**src/rtl/isa_dma_responder.sv**
```systemverilog
// rtl/isa_dma_responder.sv - ISA DMA responder: DRQ/DACK/AEN/IOR/IOW handshake with a 16-bit FWFT FIFO
// Optional feature macro: DMA_AUTOINIT_EN (adds autoinit input, block reloads at terminal count).
module isa_dma_responder #(
    parameter int FIFO_DEPTH    = 16,
    parameter int STROBE_CYCLES = 3,
    parameter int HOLD_CYCLES   = 1
) (
    input  logic        clk,
    input  logic        reset,
    input  logic [3:0]  drq,
    output logic [3:0]  dack_n,
    output logic        aen,
    output logic        ior_n,
    output logic        iow_n,
    input  logic [15:0] data_bus_in,
    output logic [15:0] data_bus_out,
    output logic        data_oe,
    input  logic        start,
    input  logic [1:0]  chan_sel,
    input  logic        dir,
    input  logic [15:0] count,
    input  logic        abort,
    input  logic        fifo_wr_en,
    input  logic [15:0] fifo_wr_data,
    input  logic        fifo_rd_en,
    output logic [15:0] fifo_rd_data,
    output logic        fifo_full,
    output logic        fifo_empty,
    output logic        busy,
    output logic        tc,
    output logic        done
`ifdef DMA_AUTOINIT_EN
    ,
    input  logic        autoinit
`endif
);

    localparam int AW = $clog2(FIFO_DEPTH);
    localparam logic [7:0] STROBE_LAST = 8'(STROBE_CYCLES - 1);
    localparam logic [7:0] HOLD_LAST   = 8'(HOLD_CYCLES - 1);

    typedef enum logic [2:0] {
        S_IDLE, S_WAIT, S_ACK, S_STROBE, S_HOLD, S_DONE
    } state_e;

    state_e      state_q;
    logic [1:0]  ch_q;
    logic        dir_q;
    logic [15:0] remaining_q;
    logic [7:0]  phase_q;
    logic        abort_pend_q;
    logic [3:0]  dack_n_q;
    logic        aen_q;
    logic        ior_n_q;
    logic        iow_n_q;
    logic        data_oe_q;
    logic [15:0] data_bus_out_q;
    logic        busy_q;
    logic        tc_q;
    logic        done_q;
`ifdef DMA_AUTOINIT_EN
    logic [15:0] count_q;
    logic        autoinit_q;
`endif

    logic [15:0] mem [FIFO_DEPTH];
    logic [AW:0] wr_ptr_q;
    logic [AW:0] rd_ptr_q;
    logic        full;
    logic        empty;
    logic        active;
    logic        wide;
    logic        strobe_last;
    logic        flush;
    logic        push;
    logic        pop;
    logic        ready;
    logic [15:0] head;
    logic [15:0] push_data;

    assign empty       = (wr_ptr_q == rd_ptr_q);
    assign full        = (wr_ptr_q[AW] != rd_ptr_q[AW]) && (wr_ptr_q[AW-1:0] == rd_ptr_q[AW-1:0]);
    assign head        = mem[rd_ptr_q[AW-1:0]];
    assign active      = (state_q != S_IDLE);
    assign wide        = ch_q[1];
    assign strobe_last = (state_q == S_STROBE) && (phase_q == STROBE_LAST);
    assign flush       = (state_q == S_IDLE) && start && dir;
    assign ready       = dir_q ? !full : !empty;

    // The DMA engine owns one FIFO port for the direction of the active block; HPS owns the other.
    assign push      = ((active && dir_q) ? strobe_last : fifo_wr_en) && !full;
    assign pop       = ((active && !dir_q) ? strobe_last : fifo_rd_en) && !empty;
    assign push_data = (active && dir_q) ? (wide ? data_bus_in : {8'h00, data_bus_in[7:0]})
                                         : fifo_wr_data;

    always_ff @(posedge clk) begin
        if (push) begin
            mem[wr_ptr_q[AW-1:0]] <= push_data;
        end
    end

    always_ff @(posedge clk or negedge reset) begin
        if (!reset) begin
            wr_ptr_q <= '0;
            rd_ptr_q <= '0;
        end else if (flush) begin
            wr_ptr_q <= '0;
            rd_ptr_q <= '0;
        end else begin
            if (push) wr_ptr_q <= wr_ptr_q + 1'b1;
            if (pop)  rd_ptr_q <= rd_ptr_q + 1'b1;
        end
    end

    always_ff @(posedge clk or negedge reset) begin
        if (!reset) begin
            state_q        <= S_IDLE;
            ch_q           <= 2'd0;
            dir_q          <= 1'b0;
            remaining_q    <= 16'd0;
            phase_q        <= 8'd0;
            abort_pend_q   <= 1'b0;
            dack_n_q       <= 4'hF;
            aen_q          <= 1'b0;
            ior_n_q        <= 1'b1;
            iow_n_q        <= 1'b1;
            data_oe_q      <= 1'b0;
            data_bus_out_q <= 16'd0;
            busy_q         <= 1'b0;
            tc_q           <= 1'b0;
            done_q         <= 1'b0;
`ifdef DMA_AUTOINIT_EN
            count_q        <= 16'd0;
            autoinit_q     <= 1'b0;
`endif
        end else begin
            tc_q   <= 1'b0;
            done_q <= 1'b0;
            // An abort mid-transfer is remembered so the current transfer finishes cleanly.
            if (abort && (state_q inside {S_ACK, S_STROBE, S_HOLD})) begin
                abort_pend_q <= 1'b1;
            end
            case (state_q)
                S_IDLE: begin
                    if (start) begin
                        ch_q         <= chan_sel;
                        dir_q        <= dir;
                        remaining_q  <= count;
                        busy_q       <= 1'b1;
                        abort_pend_q <= 1'b0;
                        state_q      <= S_WAIT;
`ifdef DMA_AUTOINIT_EN
                        count_q      <= count;
                        autoinit_q   <= autoinit;
`endif
                    end
                end
                S_WAIT: begin
                    if (abort) begin
                        done_q  <= 1'b1;
                        state_q <= S_DONE;
                    end else if (drq[ch_q] && ready) begin
                        dack_n_q <= ~(4'b0001 << ch_q);
                        aen_q    <= 1'b1;
                        if (!dir_q) begin
                            data_oe_q      <= 1'b1;
                            data_bus_out_q <= wide ? head : {8'h00, head[7:0]};
                        end
                        state_q <= S_ACK;
                    end
                end
                S_ACK: begin
                    phase_q <= 8'd0;
                    if (dir_q) ior_n_q <= 1'b0;
                    else       iow_n_q <= 1'b0;
                    state_q <= S_STROBE;
                end
                S_STROBE: begin
                    if (phase_q == STROBE_LAST) begin
                        ior_n_q <= 1'b1;
                        iow_n_q <= 1'b1;
                        phase_q <= 8'd0;
                        tc_q    <= (remaining_q == 16'd0);
                        state_q <= S_HOLD;
                    end else begin
                        phase_q <= phase_q + 8'd1;
                    end
                end
                S_HOLD: begin
                    if (phase_q == HOLD_LAST) begin
                        dack_n_q  <= 4'hF;
                        aen_q     <= 1'b0;
                        data_oe_q <= 1'b0;
                        if (abort_pend_q || abort) begin
                            done_q  <= 1'b1;
                            state_q <= S_DONE;
                        end else if (remaining_q == 16'd0) begin
`ifdef DMA_AUTOINIT_EN
                            done_q <= 1'b1;
                            if (autoinit_q) begin
                                remaining_q <= count_q;
                                state_q     <= S_WAIT;
                            end else begin
                                state_q <= S_DONE;
                            end
`else
                            done_q  <= 1'b1;
                            state_q <= S_DONE;
`endif
                        end else begin
                            remaining_q <= remaining_q - 16'd1;
                            state_q     <= S_WAIT;
                        end
                    end else begin
                        phase_q <= phase_q + 8'd1;
                    end
                end
                S_DONE: begin
                    busy_q  <= 1'b0;
                    state_q <= S_IDLE;
                end
                default: state_q <= S_IDLE;
            endcase
        end
    end

    assign dack_n       = dack_n_q;
    assign aen          = aen_q;
    assign ior_n        = ior_n_q;
    assign iow_n        = iow_n_q;
    assign data_oe      = data_oe_q;
    assign data_bus_out = data_bus_out_q;
    assign busy         = busy_q;
    assign tc           = tc_q;
    assign done         = done_q;
    assign fifo_rd_data = head;
    assign fifo_full    = full;
    assign fifo_empty   = empty;

endmodule
```
**config.mk**
```make
export PLATFORM = sky130hd
export DESIGN_NAME = isa_dma_responder
export DESIGN_NICKNAME = d
export VERILOG_FILES = /design/src/rtl/isa_dma_responder.sv
export SDC_FILE = /design/constraint.sdc
export NUM_CORES = 1
export LEC_CHECK = 0
export ABC_AREA = 1
export CAP_MARGIN = 10
export CORE_MARGIN = 1.5
export CORE_UTILIZATION = 46
export DETAILED_ROUTE_END_ITERATION = 16
export GPL_TIMING_DRIVEN = 0
export PLACE_DENSITY_LB_ADDON = 0.3
export SKIP_LAST_GASP = 1
export SLEW_MARGIN = 40
export SYNTH_ARGS = -nofsm -noshare
export SYNTH_HDL_FRONTEND = slang
export SYNTH_SLANG_ARGS = --single-unit
```
**constraint.sdc**
```tcl
create_clock -name clk -period 2.9 [get_ports clk]
set_clock_uncertainty 0.15 [all_clocks]
set_input_delay 0.58 -clock clk [delete_from_list [all_inputs] [get_ports clk]]
set_output_delay 0.58 -clock clk [all_outputs]
set_load 0.02 [all_outputs]
```
==> results.txt <==
The run finished, with violations left. The final reports fail on setup timing. The number of top-level pins is 106. The proportion of synthesized chip area in sequential cells came out at 0.659. The insertion delay of the later-clocked pin in the worst-skew pair is 530 ps. Across the VDD grid, the largest voltage drop is 746 µV. The final hold slack is 313 ps.

The total detailed-routing wirelength came out at 38700 µm. Synthesis produced a netlist with a net count of 1427. The largest net degree at the start of global routing came out at 42. The number of sinks driven by the clock tree came out at 324. The initial DRC count came out at 1051. Across every metal layer, demand over resource in global routing totals 0.242.

The async set-or-reset flop fraction in the synthesized netlist is 0.210. In this run the mean area of a mapped cell was 10.5 µm². The worst min-delay path class is reg -> reg. The critical path goes through inv_2 > buf_12 > buf_8 > nor2_1 > o211ai_1 > nand3_2 > nand2_2 > buf_6. TritonCTS built the clock tree. The final layout contains 1601 nets.

The wire length of the first global-routing pass came out at 58200 µm. Across all layers, the routed design uses 10800 vias. The number of synthesized flops with an enable pin came out at 256. The final period utilization came out at 1.02.

The transition at the pin with the smallest max-transition slack came out at 725 ps. The via count of the first global-routing pass came out at 10400. After synthesis, the cell types taking the most area are sky130_fd_sc_hd__edfxtp_1 (54%), sky130_fd_sc_hd__dfrtp_1 (11%), sky130_fd_sc_hd__nand2_1 (7.5%). The count of port buffers added during placement came out at 105. The fraction of final layout cells sized beyond drive strength 1 is 0.157. The root buffer cell chosen for the clock tree is sky130_fd_sc_hd__clkbuf_16. The placeable core region came out at 0.0305 mm². sky130_fd_sc_hd__edfxtp_1 takes more of the synthesized area than any other cell.

The hold violation count in the final report is 0. The post-synthesis cell count is 1356. The start-to-end type of the worst setup path is reg -> out. Yosys printed 0 warnings.

The largest fanout on the critical path came out at 10. The post-detailed-route wirelength per cell came out at 19.8 µm. The worst setup path is captured at a primary output. The die covers 0.0321 mm². The slowest stage of the critical path belongs to the cell sky130_fd_sc_hd__dfrtp_2. The total of endpoints with negative setup slack in the final report came out at 3. The remaining antenna violation count is 0. The site row count is 64.

The max capacitance violation total is 0. The aggregate global routing overflow is 0. The ratio of total power to cell area came out at 1090 mW/mm². At the worst endpoint, the arrival time is 2220 ps. The count of TritonRoute iterations in the first routing pass came out at 6.

In the post-route analysis, the smallest setup slack over all paths is -52.0 ps. After clock tree synthesis, the clock-pin slew on the worst setup and hold paths is 60 ps. The placed cell area came out at 0.0160 mm². The worst stage delay on the critical path came out at 450 ps. STA classifies the critical path startpoint as a flop.

The detailed-placement wirelength estimate is 25500 µm. The final cell area excluding filler cells came out at 0.0178 mm². The number of buffers on the longest clock path came out at 3. The number of slew-limit violations in the final report came out at 0. TritonCTS created 35 clock buffers. The area of the mapped netlist came out at 0.0143 mm². The vias per cell is 5.54. The tightest slew margin relative to the limit came out at 0.515.

The die outline width is 179 µm. The portion of synthesized cell area occupied by the leading cell type came out at 0.539. The shortest period the worst path allows came out at 2950 ps. The endpoint required time on the critical path came out at 2170 ps. The initial antenna violation count came out at 0. The initial core utilization came out at 0.467. The leading register cell type out of synthesis is sky130_fd_sc_hd__edfxtp_1. For this design the static power due to leakage is 0.00684 µW. The H-tree level count is 2.

The repair_antennas step left the layout with diodes totalling 0. The maximum clock frequency came out at 339 MHz. The global placement routability congestion came out at 0.889.

After detailed routing, the number of remaining DRC violations is 0. The area added between synthesis and finish came out at 25.0%. The count of different cell masters after synthesis came out at 44. Setup repair after global routing could not meet its margin everywhere. In this run, synthesis produced a sequential element count of 324. The die is 179 µm tall.
[placed cells by master, fill, tap and decap left out, types with 5 or more instances in the layout]
| master | netlist | routed |
|---|---|---|
| sky130_fd_sc_hd__o211ai_1 | 34 | 34 |
| sky130_fd_sc_hd__xor2_1 | 9 | 9 |
| sky130_fd_sc_hd__nor2_2 | 4 | 8 |
| sky130_fd_sc_hd__clkbuf_2 | 0 | 6 |
| sky130_fd_sc_hd__inv_1 | 53 | 53 |
| sky130_fd_sc_hd__nor2_1 | 227 | 205 |
| sky130_fd_sc_hd__nor3_1 | 10 | 10 |
| sky130_fd_sc_hd__clkinv_2 | 0 | 5 |
| sky130_fd_sc_hd__clkdlybuf4s50_1 | 0 | 86 |
| sky130_fd_sc_hd__buf_2 | 23 | 9 |
| sky130_fd_sc_hd__nand3_2 | 2 | 11 |
| sky130_fd_sc_hd__ha_1 | 10 | 10 |
| sky130_fd_sc_hd__dfstp_2 | 6 | 6 |
| sky130_fd_sc_hd__nand4_1 | 5 | 5 |
| sky130_fd_sc_hd__inv_2 | 12 | 11 |
| sky130_fd_sc_hd__clkinv_1 | 1 | 5 |
| sky130_fd_sc_hd__edfxtp_1 | 256 | 256 |
| sky130_fd_sc_hd__o21ai_1 | 14 | 33 |
| sky130_fd_sc_hd__nand2_1 | 284 | 274 |
| sky130_fd_sc_hd__nor2_4 | 7 | 25 |
| sky130_fd_sc_hd__buf_6 | 2 | 28 |
| sky130_fd_sc_hd__o22ai_1 | 24 | 24 |
| sky130_fd_sc_hd__clkbuf_8 | 0 | 7 |
| sky130_fd_sc_hd__o21ai_2 | 5 | 5 |
| sky130_fd_sc_hd__clkbuf_1 | 23 | 16 |
| sky130_fd_sc_hd__nand2_2 | 5 | 15 |
| sky130_fd_sc_hd__nand3_1 | 73 | 64 |
| sky130_fd_sc_hd__buf_8 | 0 | 6 |
| sky130_fd_sc_hd__a21oi_1 | 10 | 10 |
| sky130_fd_sc_hd__buf_4 | 14 | 30 |
| sky130_fd_sc_hd__clkbuf_4 | 0 | 7 |
| sky130_fd_sc_hd__buf_12 | 1 | 19 |
| sky130_fd_sc_hd__clkbuf_16 | 0 | 36 |
| sky130_fd_sc_hd__dfrtp_1 | 62 | 61 |
| sky130_fd_sc_hd__o21ai_0 | 160 | 141 |
[final timing paths]
path                                               from                    endpoint  slack [ps]  cells after the start
worst max-delay path            rd_ptr_q[0]$_DFFE_PN0P_             fifo_rd_data[8]         -50                      8
worst min-delay path              dack_n[2]$_DFFE_PN1P_       dack_n[2]$_DFFE_PN1P_         310                      2
worst max register to register   state_q[0]$_DFFE_PN0P_        mem[13][4]$_DFFE_PP_         160                     12
worst min register to register    dack_n[2]$_DFFE_PN1P_       dack_n[2]$_DFFE_PN1P_         310                      2
max in group asynchronous                         reset     rd_ptr_q[0]$_DFFE_PN0P_        1710                      3
min in group asynchronous                         reset  remaining_q[0]$_DFFE_PN0P_         350                      2
[timing repair]
item	4_1_cts	5_1_grt
hold buffers	1	0
gates cloned	0	1
setup endpoints to repair	75	160
gates resized for setup	163	75
hold endpoints to repair	21	0
setup buffers	9	18
pin swaps	21	43
[worst max-delay path: cells and delay by family, from the launching register on]
| family | cells | cell delay, ps |
|---|---|---|
| buffers and inverters | 4 | 550 |
| flip-flops | 1 | 450 |
| AND/OR/NAND/NOR | 3 | 350 |
| AO/OA/AOI/OAI | 1 | 340 |
[cell usage after synthesis, types with 6 or more instances]
cell type / count
sky130_fd_sc_hd__ha_1: 10
sky130_fd_sc_hd__edfxtp_1: 256
sky130_fd_sc_hd__o21ai_0: 160
sky130_fd_sc_hd__dfrtp_1: 62
sky130_fd_sc_hd__a21oi_1: 10
sky130_fd_sc_hd__inv_1: 53
sky130_fd_sc_hd__nand3_1: 73
sky130_fd_sc_hd__o211ai_1: 34
sky130_fd_sc_hd__o21ai_1: 14
sky130_fd_sc_hd__buf_4: 14
sky130_fd_sc_hd__nor2_1: 227
sky130_fd_sc_hd__inv_2: 12
sky130_fd_sc_hd__nor2_4: 7
sky130_fd_sc_hd__nor3_1: 10
sky130_fd_sc_hd__clkbuf_1: 23
sky130_fd_sc_hd__o22ai_1: 24
sky130_fd_sc_hd__nand2_1: 284
sky130_fd_sc_hd__buf_2: 23
sky130_fd_sc_hd__dfstp_2: 6
sky130_fd_sc_hd__xor2_1: 9
[per-stage QoR]
step	instances	worst slack (ps)	setup TNS (ps)	utilization	power (µW)
floorplan	1356	363	0	-	11300
global placement	1857	-1510	-236400	0.518	14100
detailed placement	1860	-412	-5790	0.524	14300
CTS	1934	-155	-640	0.572	18900
global route	1953	-129	-937	0.584	20400
finish	1953	-52.0	-111	0.584	19400
[sequential cells by signal, summed over array words and instances, names as in the netlist, 2 cells and up]
signal	count
remaining_q	16
state_q	3
mem	256
data_bus_out	16
dack_n	4
phase_q	8
wr_ptr_q	5
rd_ptr_q	5
ch_q	2
[kinds of logic (layout without fill, tap and decap cells)]
| group | Yosys count | after routing | share of synthesized area |
|---|---|---|---|
| simple gates | 622 | 622 | 0.179 |
| fa+ha+maj | 10 | 10 | 0.00878 |
| xor+xnor | 11 | 11 | 0.00676 |
| flops | 324 | 324 | 0.659 |
| buf+inv | 132 | 333 | 0.0428 |
| compound gates | 257 | 257 | 0.103 |
[metal layers]
| layer | global-route usage | routed length (µm) |
|---|---|---|
| met1 | 0.316 | 15600 |
| met2 | 0.402 | 18600 |
| met3 | 0.0420 | 3170 |
| met4 | 0.0951 | 1320 |
| met5 | 0 | 0 |
[power breakdown]
group | total [µW] | internal (µW) | switching [µW] | leakage, µW
Combinational | 8560 | 2990 | 5570 | 0.00314
Sequential | 6590 | 6210 | 380 | 0.00318
Clock | 4200 | 2420 | 1780 | 0.000529
Total | 19400 | 11600 | 7730 | 0.00684
[area by class of cell]
type                       count  area [µm²]
fill                        2456       12700
sequential                   324        9400
multi-input combinational    900        4460
timing repair buffer         137        1500
clock buffer                  53        1010
buffer                        65         621
tap                          396         495
inverter                      67         258
clock inverter                11        63.8
Power figures use the tool's default switching activity.
==> variant 1: new RTL, same flow settings <==
Change the parameter `FIFO_DEPTH` from 16 to 32.
--- a/src/rtl/isa_dma_responder.sv
+++ b/src/rtl/isa_dma_responder.sv
@@ -3,3 +3,3 @@
 module isa_dma_responder #(
-    parameter int FIFO_DEPTH    = 16,
+    parameter int FIFO_DEPTH    = 32,
     parameter int STROBE_CYCLES = 3,
Formal check against the unedited RTL: no difference found for any inputs over 4 cycles, from zero or initial values and one cycle with reset low; that may be too few to reach the edited logic, so the function may still have changed.
==> variant 1 against the unedited design <==
The run still ends with negative setup slack left. Area after synthesis is 76% higher. Sequential cell count is 258 higher. Sequential power is 73% higher. Maximum frequency is 12% lower. Global-route usage is 2.7 points higher. Final area is 78% higher. Wire length is 100% higher. Worst setup slack worse by 0.40 ns. Total power is 84% higher. Largest cell class unchanged.
==> variant 1: results (changes against the unedited design) <==
Logic synthesis
  • Post-synth EDFFs: 512 (was 256)
  • XOR/XNOR Fraction of Synth Area: 0.00524 (was 0.00676)
  • Async set-reset flop share out of synthesis: 0.120 (was 0.210)
  • Register area share after synthesis: 0.684 (was 0.659)
  • Mux cell area share after synthesis: 0.000399 (was 0)
  • Post-synthesis cell type count: 42 (was 44)
  • Synth Area per Inst: 11.0 µm² (was 10.5 µm²)

Worst setup path
  • Arrival @ worst endpoint: 2.62 ns (was 2.22 ns)
  • Worst stage delay on the critical path: 0.37 ns (was 0.45 ns)
  • Worst-path fanout max: 8 (was 10)

Drt
  • Post-Route WL: 77700 µm (was 38700 µm)
  • Vias: 19300 (was 10800)

GRT
  • First-pass GRT wire length: 112000 µm (was 58200 µm)
  • Vias in the first global route: 18300 (was 10400)

Place
  • DP Area: 27800 µm² (was 16000 µm²)
  • Setup WS pre-CTS: -0.797 ns (was -0.412 ns)
  • Gpl congestion: 0.933 (was 0.889)

STA
  • Final setup margin: -0.447 ns (was -0.0520 ns)
  • Final setup fails: 16 (was 3)
  • Setup tns final: -6.38 ns (was -0.111 ns)

Pwr
  • Leak: 12.2 nW (was 6.84 nW)
  • Peak VDD IR: 0.885 mV (was 0.746 mV)
  • Internal power: 21.1 mW (was 11.6 mW)

Finish
  • Final nets: 2666 (was 1601)
  • Fill count: 4189 (was 2456)
  • Max FFs per register: 512 (was 256)
  • Fin cells: 3341 (was 1953)
  • Design area: 31800 µm² (was 17800 µm²)

Run status
  • Failing checks: negative setup slack (unchanged)
  • Outcome: complete, but fails checks (unchanged)
variant 1: changes by cell type after synthesis, sizes merged, moves of 32 or more:
| cell | before | now |
|---|---|---|
| nor2 | 238 | 381 |
| o21ai | 181 | 248 |
| a21oi | 10 | 46 |
| nand2 | 289 | 474 |
| nor3 | 10 | 42 |
| edfxtp | 256 | 512 |
| nand3 | 75 | 198 |
| buf | 42 | 93 |
variant 1: final cells by class:
class	instances	share of cell area
repair buffers	257	0.0766
well taps	696	0.0274
diodes	1	0.0000787
clock inverters	23	0.00752
inverters	89	0.0110
multi-input cells	1485	0.247
flip-flops and latches	582	0.539
plain buffers	123	0.0396
clock buffers	85	0.0517
variant 1: final timing paths:
check,end,slack (ns),cells past startpoint
max,fifo_rd_data[4],-0.45,11
min reg2reg,dack_n[0],0.32,2
max reg2reg,mem[0][13],0.04,15
min in group clk,dack_n[0],0.32,2
max in group asynchronous,dack_n[3],1.76,3
min,remaining_q[4],0.24,2
variant 1: layer usage:
metal / share of wire / GRT usage / wire, µm
met5: 0 / 0 / 0
met4: 0.044 / 0.114 / 3420
met3: 0.10 / 0.0627 / 8160
met2: 0.47 / 0.437 / 36900
met1: 0.38 / 0.347 / 29300
variant 1: kinds of logic after synthesis:
group | Yosys count
simple gates | 1115
buf+inv | 213
flops | 582
mux | 1
xor+xnor | 15
compound gates | 343
fa+ha+maj | 10
variant 1: repair_timing:
action | 4_1_cts | 5_1_grt
pin swaps | 77 | 100
hold buffers | 1 | 0
hold endpoints to repair | 60 | 0
cloned | 6 | 8
buffers inserted | 21 | 37
setup endpoints to repair | 138 | 206
resized for setup | 351 | 213
==> variant 2: new RTL, same settings <==
Made on the original files. Reset style: synchronous (`reset`), changed in 2 clocked blocks.
--- a/src/rtl/isa_dma_responder.sv
+++ b/src/rtl/isa_dma_responder.sv
@@ -101,3 +101,3 @@
 
-    always_ff @(posedge clk or negedge reset) begin
+    always_ff @(posedge clk) begin
         if (!reset) begin
@@ -114,3 +114,3 @@
 
-    always_ff @(posedge clk or negedge reset) begin
+    always_ff @(posedge clk) begin
         if (!reset) begin
Function: differs if reset is asserted again (counterexample within 4 cycles, from zero or initial values and one cycle with reset low); with reset held inactive, the same outputs for 4 cycles.
==> variant 2 against the unedited design <==
The flow still finishes with violations (negative setup slack). Via count grew 4.4%. Sequential cell count up 4. Final area grew 0.31%. Count of clock-buffer cells in the layout shrank 12. Highest routed layer is now met5. Worst setup slack worse by 0.093 ns. Critical path depth increased by 2. Wire length grew 13%. Total power fell by 12%. First-iteration DRC count rose by 44%. Critical endpoint is now fifo_rd_data[7]. Cell count shrank 1.1%. Combinational power down 18%. Area after synthesis decreased by 1.9%.
==> variant 2: results (changes against the unedited design) <==
Worst setup path
  • Arrival @ worst endpoint: 2.31 ns (was 2.22 ns)
  • Flop-to-flop setup slack: -0.07 ns (was 0.16 ns)
  • Number of cells on the worst reg-to-reg path: 19 (was 12)
  • Worst-path fanout max: 8 (was 10)

Finish
  • Fill count: 2306 (was 2456)
  • Share of cells above drive strength 1: 0.181 (was 0.157)
  • Final nets: 1587 (was 1601)

Logic synthesis
  • Mapped Nets: 1386 (was 1427)
  • Synth area leaders: edfxtp_1 (55%), dfxtp_1 (10%), nor2_1 (6.1%) (was edfxtp_1 (54%), dfrtp_1 (11%), nand2_1 (7.5%))
  • Mapped Cells: 1315 (was 1356)
  • Register area share after synthesis: 0.653 (was 0.659)
  • Async set-reset flop share out of synthesis: 0 (was 0.210)
  • Most frequent cells after synthesis: edfxtp_1 (256), nor2_1 (227), nand2_1 (175), o21ai_0 (164), dfxtp_1 (72) (was nand2_1 (284), edfxtp_1 (256), nor2_1 (227), o21ai_0 (160), nand3_1 (73))
  • Post-synthesis cell type count: 46 (was 44)

Drt
  • Iter 0 DRT Violations: 1516 (was 1051)
  • 1st-pass router iterations: 5 (was 6)
  • Vias: 11300 (was 10800)
  • Post-Route WL: 43600 µm (was 38700 µm)

STA
  • Max_slew headroom: 0.405 (was 0.515)
  • Final setup margin: -0.145 ns (was -0.0520 ns)
  • Tmin final: 3.04 ns (was 2.95 ns)
  • Final setup fails: 13 (was 3)
  • WHS: 0.308 ns (was 0.313 ns)

Min path
  • Worst hold path depth: 2 (unchanged)
  • Hold Path Class: reg2reg (unchanged)

Place
  • Gpl congestion: 0.914 (was 0.889)
  • DP Wirelength: 27900 µm (was 25500 µm)
  • DP Area: 15900 µm² (was 16000 µm²)
  • PortBufs: 105 (unchanged)

GRT
  • Largest net degree at the start of global routing: 18 (was 42)
  • First-pass GRT wire length: 63000 µm (was 58200 µm)
  • GRT Overall Usage: 0.271 (was 0.242)

Clock tree
  • Worst-Skew Late Latency: 0.53 ns (about the same)

Pwr
  • Leak: 6.43 nW (was 6.84 nW)
  • Peak VDD IR: 0.513 mV (was 0.746 mV)

Run status
  • Outcome: complete, but fails checks (unchanged)
  • Failing checks: negative setup slack (unchanged)
variant 2: cell count changes in the layout (fill, tap and decap cells not counted), moves of 10 or more:
cell / change
o221ai_1: +17
buf_4: +17
a21oi_1: +31
a31oi_1: +10
nor2_2: +13
dfrtp_1: -61
dfxtp_1: +69
o22ai_1: -15
nand2_1: -107
variant 2: cells by family after synthesis:
group,count (synthesis),synth area share
flip-flops,328,0.653
AND/OR/NAND/NOR,522,0.159
adder cells (fa/ha/maj),10,0.00894
buffers and inverters,137,0.0455
AO/OA/AOI/OAI,309,0.128
XOR/XNOR,9,0.00563
variant 2: path summary, 6_finish.rpt:
check	from	to
max	flop	fifo_rd_data[7]
min	aen	aen
max reg2reg	flop	data_bus_out[2]
min reg2reg	aen	aen
variant 2: final cells by class:
class,count,area share
flip-flops and latches,328,0.511
multi-input cells,850,0.253
repair buffers,166,0.102
clock buffers,41,0.0503
plain buffers,66,0.0315
well taps,390,0.0273
inverters,69,0.0154
clock inverters,21,0.00924
variant 2: metal layers:
layer,global-route usage,share of wire,vias up
li1,-,-,5084
met1,0.351,0.38,5347
met2,0.457,0.47,710
met3,0.0405,0.097,145
met4,0.110,0.046,2
met5,0,0.0013,-
variant 2: per-stage QoR:
step,worst slack (ns),TNS (ns)
6_report,-0.145,-0.688
3_3_place_gp,-0.843,-178.99
3_5_place_dp,-0.513,-5.65
5_1_grt,-0.190,-1.81
2_1_floorplan,0.399,0
4_1_cts,-0.131,-1.31
variant 2: worst max-delay path, stage by stage (launching register included):
cell and delay, ns:
dfxtp_4 0.37, buf_8 0.15, inv_8 0.05, buf_12 0.14, buf_12 0.15, buf_12 0.14
o21ai_4 0.15, o221ai_2 0.13, o211ai_1 0.17, nand2_1 0.18, buf_6 0.17
variant 2: power breakdown:
group	internal, mW	switching, mW	total (mW)	leakage [nW]
sequential	5.51	0.228	5.73	2.90
combinational	2.72	4.34	7.06	3.01
clock	2.33	1.85	4.18	0.519
variant 2: repair_timing:
item | 4_1_cts | 5_1_grt
gates resized for setup | 142 | 128
cloned | 0 | 3
endpoints found under the setup margin | 18 | 68
pin swaps | 12 | 42
setup buffers | 23 | 22
